### config.mk
export PLATFORM = sky130hd
export DESIGN_NAME = prog_mem_loader
export DESIGN_NICKNAME = d
export VERILOG_FILES = /design/src/rtl/prog_mem_loader_pkg.sv /design/src/rtl/prog_mem_loader_prog_ram.sv /design/src/rtl/prog_mem_loader.sv
export SDC_FILE = /design/constraint.sdc
export NUM_CORES = 1
export LEC_CHECK = 0
export CORE_MARGIN = 5
export CORE_UTILIZATION = 25
export CTS_CLUSTER_DIAMETER = 200
export CTS_CLUSTER_SIZE = 16
export DETAILED_ROUTE_END_ITERATION = 6
export HOLD_SLACK_MARGIN = 0.1
export PLACE_DENSITY = 0.43
export SYNTH_ARGS = -nofsm -noshare
export SYNTH_HDL_FRONTEND = slang
export SYNTH_SLANG_ARGS = --single-unit
### constraint.sdc
create_clock -name clk -period 2.9 [get_ports clk]
set_input_delay 0.435 -clock clk [delete_from_list [all_inputs] [get_ports clk]]
set_output_delay 0.435 -clock clk [all_outputs]
set_load 0.02 [all_outputs]
### src/rtl/prog_mem_loader_pkg.sv
// Shared constants and FSM state encoding for the node program-memory loader
// and the core fetch logic that reads the same RAM.
package prog_mem_loader_pkg;

   localparam int WIDTH = 18;   // instruction word width
   localparam int DEPTH = 26;   // program words per node
   localparam int AW    = 8;    // fetch address width
   localparam int CW    = 5;    // write address / word counter width

   typedef enum logic [2:0] {
      S_IDLE  = 3'd0,
      S_LEN   = 3'd1,
      S_B0    = 3'd2,
      S_B1    = 3'd3,
      S_B2    = 3'd4,
      S_WRITE = 3'd5,
      S_DONE  = 3'd6,
      S_ERR   = 3'd7
   } state_t;

endpackage

### src/rtl/prog_mem_loader_prog_ram.sv
// 26 x 18 program RAM: synchronous write, combinational read that returns
// zero for any fetch address outside the program area.
module prog_ram
   import prog_mem_loader_pkg::*;
(
   input  logic             clk,
   input  logic             we,
   input  logic [0:CW-1]    waddr,
   input  logic [0:WIDTH-1] wdata,
   input  logic [0:AW-1]    raddr,
   output logic [0:WIDTH-1] rdata
);

   logic [0:WIDTH-1] mem [0:DEPTH-1];

   always_ff @(posedge clk) begin
      if (we) begin
         mem[waddr] <= wdata;
      end
   end

   // Range check first so the low address bits only ever index a real entry.
   assign rdata = (raddr < AW'(DEPTH)) ? mem[raddr[AW-CW:AW-1]] : '0;

endmodule

### src/rtl/prog_mem_loader.sv
// Program loader for a TIS-100 node: a length header followed by three bytes
// per 18-bit word, written sequentially into the program RAM.
module prog_mem_loader
   import prog_mem_loader_pkg::*;
(
   input  logic             clk,
   input  logic             reset,
   input  logic             start,
   input  logic [0:7]       in_data,
   input  logic             in_valid,
   output logic             in_ready,
   input  logic [0:AW-1]    rd_addr,
   output logic [0:WIDTH-1] rd_data,
   output logic             busy,
   output logic             done,
   output logic             error,
   output logic [0:CW-1]    words_loaded,
   output logic [2:0]       state_dbg
);

   state_t           state_q, state_d;
   logic [0:CW-1]    len_q, len_d;
   logic [0:CW-1]    wcnt_q, wcnt_d;
   logic [0:WIDTH-1] word_q, word_d;
   logic             error_q, error_d;
   logic             we;
   logic             accept;
   logic             hdr_bad;

   // Handshake: a byte transfers on a posedge where in_valid && in_ready;
   // in_ready depends only on state, never on in_valid.
   assign in_ready     = state_q inside {S_LEN, S_B0, S_B1, S_B2};
   assign accept       = in_valid && in_ready;
   assign hdr_bad      = (in_data == 8'd0) || (in_data > 8'(DEPTH));
   assign busy         = (state_q != S_IDLE);
   assign done         = (state_q == S_DONE);
   assign error        = error_q;
   assign words_loaded = wcnt_q;
   assign state_dbg    = state_q;

   always_ff @(posedge clk or posedge reset) begin
      if (reset) begin
         state_q <= S_IDLE;
         len_q   <= '0;
         wcnt_q  <= '0;
         word_q  <= '0;
         error_q <= 1'b0;
      end else begin
         state_q <= state_d;
         len_q   <= len_d;
         wcnt_q  <= wcnt_d;
         word_q  <= word_d;
         error_q <= error_d;
      end
   end

   always_comb begin
      state_d = state_q;
      len_d   = len_q;
      wcnt_d  = wcnt_q;
      word_d  = word_q;
      error_d = error_q;
      we      = 1'b0;
      case (state_q)
         S_IDLE: begin
            if (start) begin
               state_d = S_LEN;
               error_d = 1'b0;
               wcnt_d  = '0;
            end
         end
         S_LEN: begin
            if (accept) begin
               if (hdr_bad) begin
                  state_d = S_ERR;
                  error_d = 1'b1;
               end else begin
                  len_d   = in_data[3:7];
                  state_d = S_B0;
               end
            end
         end
         S_B0: begin
            if (accept) begin
               word_d[0:1] = in_data[6:7];
               state_d     = S_B1;
            end
         end
         S_B1: begin
            if (accept) begin
               word_d[2:9] = in_data;
               state_d     = S_B2;
            end
         end
         S_B2: begin
            if (accept) begin
               word_d[10:17] = in_data;
               state_d       = S_WRITE;
            end
         end
         S_WRITE: begin
            we     = 1'b1;
            wcnt_d = wcnt_q + CW'(1);
            // The counter doubles as the write address, so it stops at N <= DEPTH.
            state_d = (wcnt_q + CW'(1) == len_q) ? S_DONE : S_B0;
         end
         S_DONE:  state_d = S_IDLE;
         S_ERR:   state_d = S_IDLE;
         default: state_d = S_IDLE;
      endcase
   end

   prog_ram u_ram (
      .clk   (clk),
      .we    (we),
      .waddr (wcnt_q),
      .wdata (word_q),
      .raddr (rd_addr),
      .rdata (rd_data)
   );

endmodule

Word-level counts from Yosys, hierarchy flattened
Memory sizes are Yosys's and may differ from the RTL's.
Index checks and enable logic that the tools add are counted.
{"block": "word_totals", "reg_bits": 32, "mem_bits_rw": 468, "inputBits": 20, "word_cells": 60, "mem_count": 1}
{"block": "classes", "add_sub_neg": 1, "n_lt_le_gt_ge": 2, "eq_ne": 14, "muxes": 18, "bitwise": 1, "n_reduce_logical": 16}
{"name": "u_ram.mem", "depth": 26, "word_bits": 18, "rd": 1, "rd_ports_with_merged_regs": 0, "write_ports": 1, "line_no": "prog_mem_loader_prog_ram.sv:14", "text": "logic [0:WIDTH-1] mem [0:DEPTH-1];"}
{"operator": "3-bit two-way mux", "n": 7}
{"operator": "3-bit case mux with 7 select lines", "n": 1}
{"operator": "18-bit two-way mux", "n": 1}
{"operator": "3-bit == test, second input constant", "n": 4}
{"operator": "2-bit inequality test, second input constant", "n": 6}
{"operator": "5-bit case mux with 2 select lines", "n": 1}
{"operator": "8-bit by 5-bit greater-than comparator with 1-bit output, second input constant", "n": 1}
{"operator": "8-bit zero test", "n": 1}
{"operator": "8-bit by 5-bit < comparator with 1-bit output, second input constant", "n": 1}
{"operator": "2-bit AND reduction", "n": 4}
{"operator": "3-bit by 2-bit == test with 1-bit output, second input constant", "n": 2}
{"operator": "1-bit two-way mux", "n": 6}
{"operator": "5-bit by 1-bit adder with 5-bit output, second input constant", "n": 1}
{"operator": "5-bit == test", "n": 1}
{"operator": "5-bit two-way mux", "n": 1}
{"operator": "5-bit AND reduction", "n": 1}
{"operator": "4-bit AND reduction", "n": 1}
{"operator": "2-bit nonzero test", "n": 2}
{"operator": "4-bit nonzero test", "n": 1}
{"operator": "3-bit by 1-bit == test with 1-bit output, second input constant", "n": 1}
{"operator": "3-bit zero test", "n": 1}
{"operator": "3-bit AND reduction", "n": 1}
{"operator": "3-bit nonzero test", "n": 1}
{"operator": "1-bit case mux with 2 select lines", "n": 1}
{"operator": "4 further kinds", "n": 4}

Depth between registers and ports, before layout
{"block": "depth", "ltp_word": 5, "mapped_depth": 8}

By module
From an unflattened synthesis, not the netlist that was laid out.
{"block": "hier_totals", "hier_cells": 973, "area_unflattened_um2": 19691.4}
{"mod": "prog_ram", "n_inst": 1, "cells_per_inst": 842, "area_per_inst_um2": 18166.2, "seq_area_each_um2": 14053.5}
{"mod": "prog_mem_loader", "n_inst": 1, "cells_per_inst": 131, "area_per_inst_um2": 1525.2, "seq_area_each_um2": 800.8}

Worst setup path before layout
No wires, ideal clock.
{"block": "synth_path", "path_type": "register to register", "start": "reg state_q[0], in the netlist state_dbg[0]", "end": "mem u_ram.mem[23][0] (netlist name) (enable)", "arrival_time_ns": 2.161, "path_slack_ns": 0.346, "path_stages_with_launch": 6, "n_path_buf": 1, "cell_sequence": "dfrtp_1 -> clkbuf_1 -> nor2b_1 -> and2_1 -> nand2_1 -> nor2_1"}
{"block": "synth_between", "elab_chain_cells": 4}
{"item": "start, declared", "line_no": "prog_mem_loader.sv:21", "text": "state_t state_q, state_d;"}
{"item": "start signal, assigned", "line_no": "prog_mem_loader.sv:49", "text": "state_q <= state_d;"}
{"item": "3-bit == test", "line_no": "prog_mem_loader.sv:64", "text": "case (state_q)"}
{"item": "1-bit two-way mux", "line_no": "prog_mem_loader.sv:64"}
{"item": "1-bit two-way mux", "line_no": "prog_mem_loader_prog_ram.sv:17", "text": "if (we) begin"}
{"item": "1-bit two-way mux (not written as such)", "line_no": "prog_mem_loader_prog_ram.sv:18", "text": "mem[waddr] <= wdata;"}
{"item": "end, declared", "line_no": "prog_mem_loader_prog_ram.sv:14"}
Every way passes these cells.

Worst setup path in the final report
{"block": "layout_path", "start": "mem u_ram.mem[3][0] (netlist name)", "end": "out rd_data[17] (netlist name)"}
{"block": "layout_between", "elab_chain_cells": 2}
{"item": "memory 26 x 18 bit"}
{"item": "18-bit two-way mux", "line_no": "prog_mem_loader_prog_ram.sv:23", "text": "assign rdata = (raddr < AW'(DEPTH)) ? mem[raddr[AW-CW:AW-1]] : '0;"}
{"item": "end, declared", "line_no": "prog_mem_loader.sv:13", "text": "output logic [0:WIDTH-1] rd_data,"}
Every way passes these cells.

==> key figures <==
Synth
  – Part of the Yosys area used for sequential elements: around 75%
  – Per-instance average area after synthesis: between 15 and 20 sq um
  – Share of the synthesized area in the top cell type: a little under three quarters
  – Synthesized instance count: a little under 1,000
  – Count of cell types in the netlist: 38
  – Yosys reg bits: 500
  – Synthesized Nets: 1,015
  – Synth top area cells: sky130_fd_sc_hd__edfxtp_1 (71%), sky130_fd_sc_hd__mux4_2 (11%), sky130_fd_sc_hd__dfrtp_1 (4.0%), sky130_fd_sc_hd__mux2_2 (4.0%), sky130_fd_sc_hd__mux2i_1 (2.1%)
  – Most area-hungry cell type in the Yosys netlist: sky130_fd_sc_hd__edfxtp_1
  – Post-synthesis cell area: slightly below 20,000 sq um
  – Synth warnings: 0

Route
  – Wirelength, routed: approximately 50,000 um
  – Initial DRC count: 706
  – Mean number of vias per cell: roughly 4.4
  – Drt drc: 0
  – Detailed-route via count: roughly 9,700
  – Drt pass-1 iters: 6
  – Wirelength per Cell: roughly 23 um
  – Antenna violation net count after detailed routing: 0

STA
  – Final min period: 2790 ps
  – Number of hold violations in the final report: 0
  – Slew @ Worst Pin: between 1000 and 1500 ps
  – Endpoints failing setup: 0
  – Relative slew slack: between 20 and 25%
  – Worst Slack Setup Final: between 100 and 150 ps
  – Crit share post-route: between 90% and 100%
  – Final-layout worst hold slack: 278 ps
  – Layout Skew: roughly 24 ps
  – Number of pins exceeding their max-slew limit in the final report: 0
  – RSZ-0062 raised after global routing: true
  – Upper clock frequency limit: approximately 360 MHz

Place
  – Placed wire-length estimate: roughly 31,000 um
  – Global placer's final weighted congestion: roughly 0.71
  – I/O Buffers: just under 50
  – Worst setup slack before clock tree synthesis: -366 ps

CTS
  – Root Buffer Master: sky130_fd_sc_hd__clkbuf_16
  – Clock slew at the register clock pins of the worst setup and hold paths: ~70 ps
  – Number of buffers on the longest clock path: 3
  – Clock tree from TritonCTS: done
  – Clock latency on the worst-skew pair: around 560 ps
  – Sinks on Clock Net: 500
  – CTS buffer count: 37
  – H-tree level count: 2
  – Hold_buf cts: 0

Critical path
  – Crit path required time: approximately 2500 ps
  – Data arrival, critical path: 2360 ps
  – Reg2reg path depth: 5
  – Element type at the critical path end: output pin
  – Launching element type of the critical path: flip-flop
  – Startpoint of the worst-slack reg-to-reg timing path: state_dbg[0]
  – Largest fanout of any net on the critical path: 1
  – Type of the worst setup path: reg2out
  – Launch point of the worst path: u_ram.mem[3][0]

Run status
  – Outcome: completed

Floorplan
  – Starting utilization of the core area: between 20 and 30%
  – Chip Height: 291 um
  – Core Rows: 103
  – I/O pin cnt: 50
  – Full die area: 84,900 sq um
  – Core outline area: 78,700 sq um
  – Width of the die: around 300 um

Pwr
  – Worst vdd rail ir drop: between 0.4 and 0.5 mV
  – Leakage: between 7 and 8 nW
  – Power per cell area: approximately 740 nW/um^2

Global routing
  – Maximum number of pins on one net before global-route repair: 36
  – Wire length of the first global-routing pass: 74,300 um
  – Initial antenna violation count: 0
  – Vias in the first global route: between 10,000 and 15,000
  – GRT Util Overall: 11.8%
  – Residual overflow from global routing: 0

Cells and area
  – Combined area of the multi-input logic cells: 4830 sq um
  – Proportion of layout cells with a drive suffix above 1: 33.9%
  – Final-layout fill cell count: approximately 7,600
  – Inserted Diodes: 0
  – Sequential cell area: 14,900 sq um
  – Post-layout nets: roughly 1,200
  – Area growth from synthesis to final layout: 19.4%

Job
  – Max Cap Viol: 0

Worst hold path
  – Hold Path Class: in2async
==> final cells by class <==
class | instances | area share, %
clock buffers | 52 | 4.34
clock inverters | 2 | 0.106
inverters | 7 | 0.111
multi-input cells | 433 | 20.4
flip-flops and latches | 500 | 62.9
well taps | 1050 | 5.56
repair buffers | 155 | 6.60
==> logic make-up (layout without fill, tap and decap cells) <==
| kind of cell | count (synthesis) | count (layout) | share of synthesized area, % |
|---|---|---|---|
| AND/OR/NAND/NOR | 139 | 139 | 3.12 |
| XOR/XNOR | 7 | 7 | 0.310 |
| multiplexers | 209 | 209 | 17.1 |
| buffers and inverters | 58 | 216 | 1.53 |
| adder cells (fa/ha/maj) | 4 | 4 | 0.253 |
| flip-flops | 500 | 500 | 75.1 |
| AO/OA/AOI/OAI | 74 | 74 | 2.60 |
==> worst paths after layout <==
kind	endpoint	slack, ps
max	rd_data[17]	110
max in group asynchronous	word_q[16]	2300
min reg2reg	error	500
max reg2reg	u_ram.mem[5][5]	670
min in group clk	error	500
min	word_q[17]	280
==> per-stage QoR <==
| stage | std cells | power, mW | setup TNS, ps | area, sq um | utilization, % |
|---|---|---|---|---|---|
| after global routing | 2199 | 18.2 | -6.08 | 23600 | 30.0 |
| after CTS | 2201 | 17.6 | -89.2 | 23600 | 30.0 |
| after floorplan | 991 | 11.2 | 0 | 19800 | - |
| final | 2199 | 17.4 | 0 | 23600 | 30.0 |
| after detailed placement | 2147 | 12.7 | -5620 | 22500 | 28.6 |
| after global placement | 2147 | 12.6 | -5620 | 22500 | 28.6 |
==> repair_timing <==
item,in CTS,in global routing
pin swaps,0,3
resized for setup,87,13
endpoints found under the hold margin,0,0
buffers inserted,0,0
setup endpoints to repair,18,11
==> critical path, stage by stage, from the launching register on <==
cell                       delay (ps)
sky130_fd_sc_hd__edfxtp_1         360
sky130_fd_sc_hd__mux4_2           490
sky130_fd_sc_hd__mux2i_1          140
sky130_fd_sc_hd__buf_4            150
sky130_fd_sc_hd__nor2_1            50
sky130_fd_sc_hd__a221oi_2         210
sky130_fd_sc_hd__a311oi_1          90
sky130_fd_sc_hd__buf_4            170
sky130_fd_sc_hd__buf_4            150
==> synthesized netlist by cell type, drive strengths merged <==
| cell type | number |
|---|---|
| dfrtp | 32 |
| inv | 7 |
| nor2 | 67 |
| a31oi | 2 |
| xor2 | 4 |
| o22ai | 24 |
| o21ai | 7 |
| a311oi | 12 |
| buf | 28 |
| o2111ai | 1 |
| nand2b | 15 |
| ha | 4 |
| clkbuf | 23 |
| o221a | 1 |
| nor2b | 4 |
| or3 | 3 |
| o22a | 1 |
| nor3b | 3 |
| xnor2 | 3 |
| nand3 | 7 |
| mux4 | 96 |
| or2 | 3 |
| a21oi | 11 |
| edfxtp | 468 |
| and3 | 1 |
| a221oi | 12 |
| and2 | 2 |
| nand2 | 30 |
| mux2 | 71 |
| nor3 | 4 |
| o211ai | 1 |
| mux2i | 42 |
| o31ai | 2 |
==> layer usage <==
metal	track usage (%)	share of wire, %	wire (um)	vias to the layer above
li1	-	-	-	4296
met2	20.5	51	25900	162
met3	1.65	2.8	1390	44
met1	15.9	44	22300	5179
met5	0	0	0	-
met4	2.64	1.7	873	0
==> cell usage in the layout, fill, tap and decap left out, types with 8 or more instances in the layout <==
cell,count
sky130_fd_sc_hd__a21oi_1,11
sky130_fd_sc_hd__a221oi_2,10
sky130_fd_sc_hd__a311oi_1,9
sky130_fd_sc_hd__buf_12,28
sky130_fd_sc_hd__buf_2,13
sky130_fd_sc_hd__buf_4,84
sky130_fd_sc_hd__clkbuf_1,13
sky130_fd_sc_hd__clkbuf_16,39
sky130_fd_sc_hd__clkdlybuf4s50_1,26
sky130_fd_sc_hd__dfrtp_1,32
sky130_fd_sc_hd__edfxtp_1,468
sky130_fd_sc_hd__mux2_2,71
sky130_fd_sc_hd__mux2i_1,32
sky130_fd_sc_hd__mux2i_2,8
sky130_fd_sc_hd__mux4_2,96
sky130_fd_sc_hd__nand2_1,30
sky130_fd_sc_hd__nand2b_1,15
sky130_fd_sc_hd__nor2_1,41
sky130_fd_sc_hd__nor2_2,26
sky130_fd_sc_hd__o22ai_1,24
==> flip-flops by register name, summed over array words and instances, names as in the netlist <==
signal	cells
word_q	18
error	1
words_loaded	5
u_ram.mem	468
len_q	5
state_dbg	3
==> report_power, final <==
part           switching [mW]  internal [mW]  leakage [nW]
Sequential               1.31           9.28          4.62
Clock                    2.43           2.46         0.507
Combinational            1.01          0.891          2.42
Power figures use the tool's default switching activity.
